===== config.mk =====
export PLATFORM = sky130hd
export DESIGN_NAME = alu_arbiter
export DESIGN_NICKNAME = d
export VERILOG_FILES = /design/src/rtl/alu_arbiter.sv
export SDC_FILE = /design/constraint.sdc
export NUM_CORES = 1
export LEC_CHECK = 0
export BUFFER_PORTS_ARGS = -buffer_cell sky130_fd_sc_hd__buf_4
export CORE_ASPECT_RATIO = 0.8
export CORE_MARGIN = 1.5
export CORE_UTILIZATION = 25
export CTS_BUF_LIST = sky130_fd_sc_hd__clkbuf_8 sky130_fd_sc_hd__clkbuf_16
export DETAILED_ROUTE_END_ITERATION = 7
export GPL_TIMING_DRIVEN = 0
export PLACE_DENSITY = 0.55
export SLEW_MARGIN = 40
export SYNTH_ARGS = -nofsm -noshare
export SYNTH_HDL_FRONTEND = slang
export SYNTH_SLANG_ARGS = --single-unit

===== constraint.sdc =====
create_clock -name i_clk -period 5.1 [get_ports i_clk]
set_clock_uncertainty 0.1 [all_clocks]
set_input_delay 1.02 -clock i_clk [delete_from_list [all_inputs] [get_ports i_clk]]
set_output_delay 1.02 -clock i_clk [all_outputs]
set_load 0.05 [all_outputs]

===== src/rtl/alu_arbiter.sv =====
// rtl/alu_arbiter.sv - round-robin arbiter fronting one shared ALU with a single-entry response register
//
// Purpose:
//   N_REQ requesters compete for one shared ALU. A round-robin pointer picks
//   the winner. The winner's operands and opcode are steered to the ALU in the
//   grant cycle, and the ALU's outputs are captured into a one-deep response
//   register. A new grant is issued only when that register is empty or is
//   being drained in the same cycle, so the arbiter sustains one op per cycle.
//
// Ports:
//   i_clk, i_rst            clock, asynchronous active-high reset
//   i_req                   per-requester request, held until granted
//   i_a, i_b, i_opcode      packed operands/opcodes, slice k = requester k
//   o_gnt                   one-hot accept pulse (combinational)
//   o_alu_a/b/op            operands driven to the shared ALU (zero when idle)
//   i_alu_result/zero/cf    shared ALU outputs
//   o_valid, i_rsp_ready    response handshake
//   o_id                    requester owning the held response
//   o_result, o_zero, o_cf  registered ALU outputs

`ifndef WORD
`define WORD 8
`endif
`ifndef OP_WIDTH
`define OP_WIDTH 4
`endif

module alu_arbiter #(
    parameter int WIDTH    = `WORD,
    parameter int OP_WIDTH = `OP_WIDTH,
    parameter int N_REQ    = 4,
    localparam int ID_W    = (N_REQ > 1) ? $clog2(N_REQ) : 1
) (
    input  logic                      i_clk,
    input  logic                      i_rst,
    input  logic [N_REQ-1:0]          i_req,
    input  logic [N_REQ*WIDTH-1:0]    i_a,
    input  logic [N_REQ*WIDTH-1:0]    i_b,
    input  logic [N_REQ*OP_WIDTH-1:0] i_opcode,
    output logic [N_REQ-1:0]          o_gnt,
    output logic [WIDTH-1:0]          o_alu_a,
    output logic [WIDTH-1:0]          o_alu_b,
    output logic [OP_WIDTH-1:0]       o_alu_op,
    input  logic [WIDTH-1:0]          i_alu_result,
    input  logic                      i_alu_zero,
    input  logic                      i_alu_cf,
    output logic                      o_valid,
    input  logic                      i_rsp_ready,
    output logic [ID_W-1:0]           o_id,
    output logic [WIDTH-1:0]          o_result,
    output logic                      o_zero,
    output logic                      o_cf
);

    logic [ID_W-1:0]     ptr;
    logic [ID_W-1:0]     win;
    logic [ID_W-1:0]     scan;
    logic                found;
    logic                slot_free;
    logic                grant;

    logic [WIDTH-1:0]    a_arr  [N_REQ];
    logic [WIDTH-1:0]    b_arr  [N_REQ];
    logic [OP_WIDTH-1:0] op_arr [N_REQ];

    // Increment modulo N_REQ so the pointer never leaves 0..N_REQ-1, even
    // when N_REQ is not a power of two.
    function automatic logic [ID_W-1:0] wrap_inc(input logic [ID_W-1:0] v);
        return (v == ID_W'(N_REQ - 1)) ? '0 : v + 1'b1;
    endfunction

    for (genvar k = 0; k < N_REQ; k++) begin : g_unpack
        assign a_arr[k]  = i_a[k*WIDTH +: WIDTH];
        assign b_arr[k]  = i_b[k*WIDTH +: WIDTH];
        assign op_arr[k] = i_opcode[k*OP_WIDTH +: OP_WIDTH];
    end

    // Scan upward from ptr with wrap; the first asserted request wins.
    always_comb begin
        found = 1'b0;
        win   = '0;
        scan  = ptr;
        for (int i = 0; i < N_REQ; i++) begin
            if (!found && i_req[scan]) begin
                found = 1'b1;
                win   = scan;
            end
            scan = wrap_inc(scan);
        end
    end

    // The response slot can take a new result if it is empty or being drained now.
    assign slot_free = !o_valid || i_rsp_ready;
    assign grant     = slot_free && found && !i_rst;

    assign o_gnt    = grant ? (N_REQ'(1) << win) : '0;
    assign o_alu_a  = grant ? a_arr[win]  : '0;
    assign o_alu_b  = grant ? b_arr[win]  : '0;
    assign o_alu_op = grant ? op_arr[win] : '0;

    always_ff @(posedge i_clk or posedge i_rst) begin
        if (i_rst) begin
            ptr      <= '0;
            o_valid  <= 1'b0;
            o_id     <= '0;
            o_result <= '0;
            o_zero   <= 1'b0;
            o_cf     <= 1'b0;
        end else if (grant) begin
            // A grant reloads the slot even if it is being consumed this cycle.
            ptr      <= wrap_inc(win);
            o_valid  <= 1'b1;
            o_id     <= win;
            o_result <= i_alu_result;
            o_zero   <= i_alu_zero;
            o_cf     <= i_alu_cf;
        end else if (o_valid && i_rsp_ready) begin
            // Drained without a replacement; payload is left as-is.
            o_valid  <= 1'b0;
        end
    end

endmodule


==> flow_summary.json <==
{
  "outcome": "completed",
  "clock_path_buffers": 2,
  "sw_frac_of_total_pct": 58.7,
  "seq_area_sq_um": 375,
  "dr.pass1.iters": 4,
  "yosysWarnings": 0,
  "ir_drop_uv": 378,
  "synth_fp_nets": 383,
  "p_seq_share_pct": 8.0,
  "drv_slew": 0,
  "grt_overflow": 0,
  "die_width_microns": 109,
  "power_mw": 2.67,
  "worstSetupPathType": "in -> out",
  "postSynth.asyncResetShare_pct": 100,
  "clock-root-buffer": "clkbuf_16",
  "routed_wl_microns": 8400,
  "seq_area_frac_synth_pct": 16.6,
  "worst_setup_path_start_kind": "input pin",
  "area_growth_pct": 53.5,
  "synth_top_area_share_pct": 16.6,
  "timing.final.crit_share_pct": 88.0,
  "fillCellCount": 910,
  "arrival_ns": 3.37,
  "wl_per_cell_microns": 15.8,
  "p_int_mw": 1.11,
  "layout.nets": 520,
  "synth_seq_cells": 15,
  "leakage_nw": 1.63,
  "start_util_pct": 26.2,
  "fin_area_sq_um": 3470,
  "max_slew.worst_pin.slew_ns": 0.646,
  "drt_iter0_drc": 139,
  "period_minus_slack_ns": 4.49,
  "power.share.combinational_pct": 86.4,
  "clk_pin_slew_ns": 0.05,
  "p_sw_mw": 1.57,
  "p_per_area_nw_per_um2": 770,
  "drc": 0,
  "hold_viol_final": 0,
  "vias_per_cell": 5.18,
  "core_sq_um": 8630,
  "final_util_pct": 40.2,
  "cts_sinks": 15,
  "synth_cells": 283,
  "dp.cells": 527,
  "ys_types": 51,
  "synth-edff-count": 0,
  "rows": 30,
  "grt_max_degree": 17,
  "cts_setup_buffers": 0,
  "slew_headroom_pct": 56.9,
  "fin_cells": 531,
  "fin_setup_tns_ns": 0,
  "dp_hpwl_microns": 6640,
  "numPortBuffers": 132,
  "vias": 2751,
  "grt_pass1_vias": 2561,
  "hold_class": "reg -> reg",
  "syn_area_per_cell_sq_um": 8.00,
  "ios": 134,
  "pwr-share-clk_pct": 5.5,
  "drtAntennaViolNets": 0,
  "yosys_most_used_dff": "dfrtp_1",
  "n_antenna_cell": 0,
  "grt_pass1_wl_microns": 13100,
  "end_kind": "primary output",
  "grt_antenna_before_repair": 0,
  "final_layout_size_suffix_gt1_share_pct": 42.2,
  "synth_top_area_cell": "dfrtp_1",
  "cts_tree": "done",
  "dieArea_sq_um": 9640,
  "ctsResizeCount": 0,
  "cts_hold_buffers": 0,
  "required_ns": 3.98,
  "ctsHtreeMaxLevel": 1,
  "fmax_mhz": 223,
  "multiInputGateArea_sq_um": 1670,
  "die_h_microns": 88.1,
  "place_area_sq_um": 3390,
  "max-cap-violations": 0,
  "setup_viol": 0,
  "gp_congestion": 0.813,
  "gr-usage-all-layers_pct": 16.9,
  "clkLatencyLatePin_ns": 0.24,
  "netlist_top_cells_area": "dfrtp_1 17%, mux2i_1 10%, nand2_1 7.8%, a311oi_1 7.7%, a21boi_0 7.3%",
  "rsz0062_at_grt": "no",
  "synth_area_sq_um": 2260,
  "crit_fanout": 10,
  "cts_buffers": 3
}
==> cell usage after synthesis (all sizes together) (2+ instances only) <==
| cell type | count |
|---|---|
| nand2 | 48 |
| a21oi | 29 |
| mux2i | 23 |
| a21boi | 22 |
| o22ai | 21 |
| a311oi | 20 |
| clkbuf | 16 |
| buf | 15 |
| dfrtp | 15 |
| mux2 | 13 |
| inv | 9 |
| nor2 | 7 |
| nor3 | 4 |
| a211o | 3 |
| ha | 3 |
| o21a | 3 |
| o21ai | 3 |
| a21o | 2 |
| a221oi | 2 |
| mux4 | 2 |
| nand3 | 2 |
| o31ai | 2 |
| o32ai | 2 |
| or4b | 2 |
==> placed cells by master, fill, tap and decap left out, types with 2 or more instances in the layout <==
cell         n
dfrtp_1     15
a21oi_1     26
nor2_1       7
a211o_1      3
mux2_4       3
buf_2        8
a21boi_0    22
mux2_2      10
a21oi_2      2
o22ai_1     21
or4b_4       2
a311oi_1    20
nand3_1      2
a221oi_1     2
nor3_1       4
clkbuf_1    15
mux2i_1     23
buf_4      132
clkbuf_16    3
inv_1        9
o21ai_1      2
ha_1         3
buf_6        7
nand2_1     47
o21a_1       3
==> worst max-delay path, stage by stage <==
cell      delay [ns]
buf_4           0.12
buf_2           0.17
mux4_2          0.60
nor2_1          0.14
o21ai_1         0.18
clkbuf_1        0.28
a311oi_1        0.52
o22ai_1         0.15
buf_4           0.21
==> through the flow <==
stage,hold WS (ns),worst slack [ns]
5_1_grt,0.415,0.507
4_1_cts,0.382,0.664
2_1_floorplan,0.641,0.543
6_report,0.379,0.611
3_5_place_dp,0.370,0.676
3_3_place_gp,0.365,0.635
==> flip-flops by register name, summed over array words and instances (netlist names) <==
register / count
o_cf: 1
o_result: 8
o_valid: 1
ptr: 2
o_zero: 1
o_id: 2
==> cells by family after synthesis <==
family	count (synthesis)	synth area share, %
compound gates	113	36.9
simple gates	73	15.6
buf+inv	40	9.56
mux	38	19.3
flops	15	16.6
fa+ha+maj	3	1.66
xor+xnor	1	0.387
==> power groups by stage <==
stage | logic, mW | registers, mW | clock network (mW)
5_1_grt | 2.47 | 0.223 | 0.157
3_3_place_gp | 2.30 | 0.213 | 0
3_5_place_dp | 2.31 | 0.216 | 0
2_1_floorplan | 1.53 | 0.389 | 0
4_1_cts | 2.32 | 0.214 | 0.152
6_report | 2.31 | 0.214 | 0.148
==> layout make-up <==
| type | instances | area share (%) |
|---|---|---|
| Timing Repair Buffer | 132 | 28.5 |
| Clock buffer | 3 | 2.16 |
| Sequential cell | 15 | 10.8 |
| Multi-Input combinational cell | 228 | 48.1 |
| Clock inverter | 1 | 0.108 |
| Buffer | 31 | 5.19 |
| Inverter | 9 | 1.04 |
| Tap cell | 112 | 4.03 |
==> per-layer routing <==
metal / part of all wire, % / global-route usage (%)
met3: 5.7 / 2.83
met2: 48 / 26.7
met5: 0 / 0
met1: 45 / 24.5
met4: 1.1 / 2.36
==> final timing paths <==
check,startpoint,endpoint,slack [ns],cells past startpoint
min reg2reg,o_id[1],o_id[1],0.38,2
max reg2reg,ptr[1],o_result[1],2.16,8
min in group asynchronous,i_rst,ptr[0],0.78,2
min,o_id[1],o_id[1],0.38,2
max,i_req[3],o_alu_b[7],0.61,9
max in group asynchronous,i_rst,o_result[1],3.71,2
(Power assumes the default switching activity.)
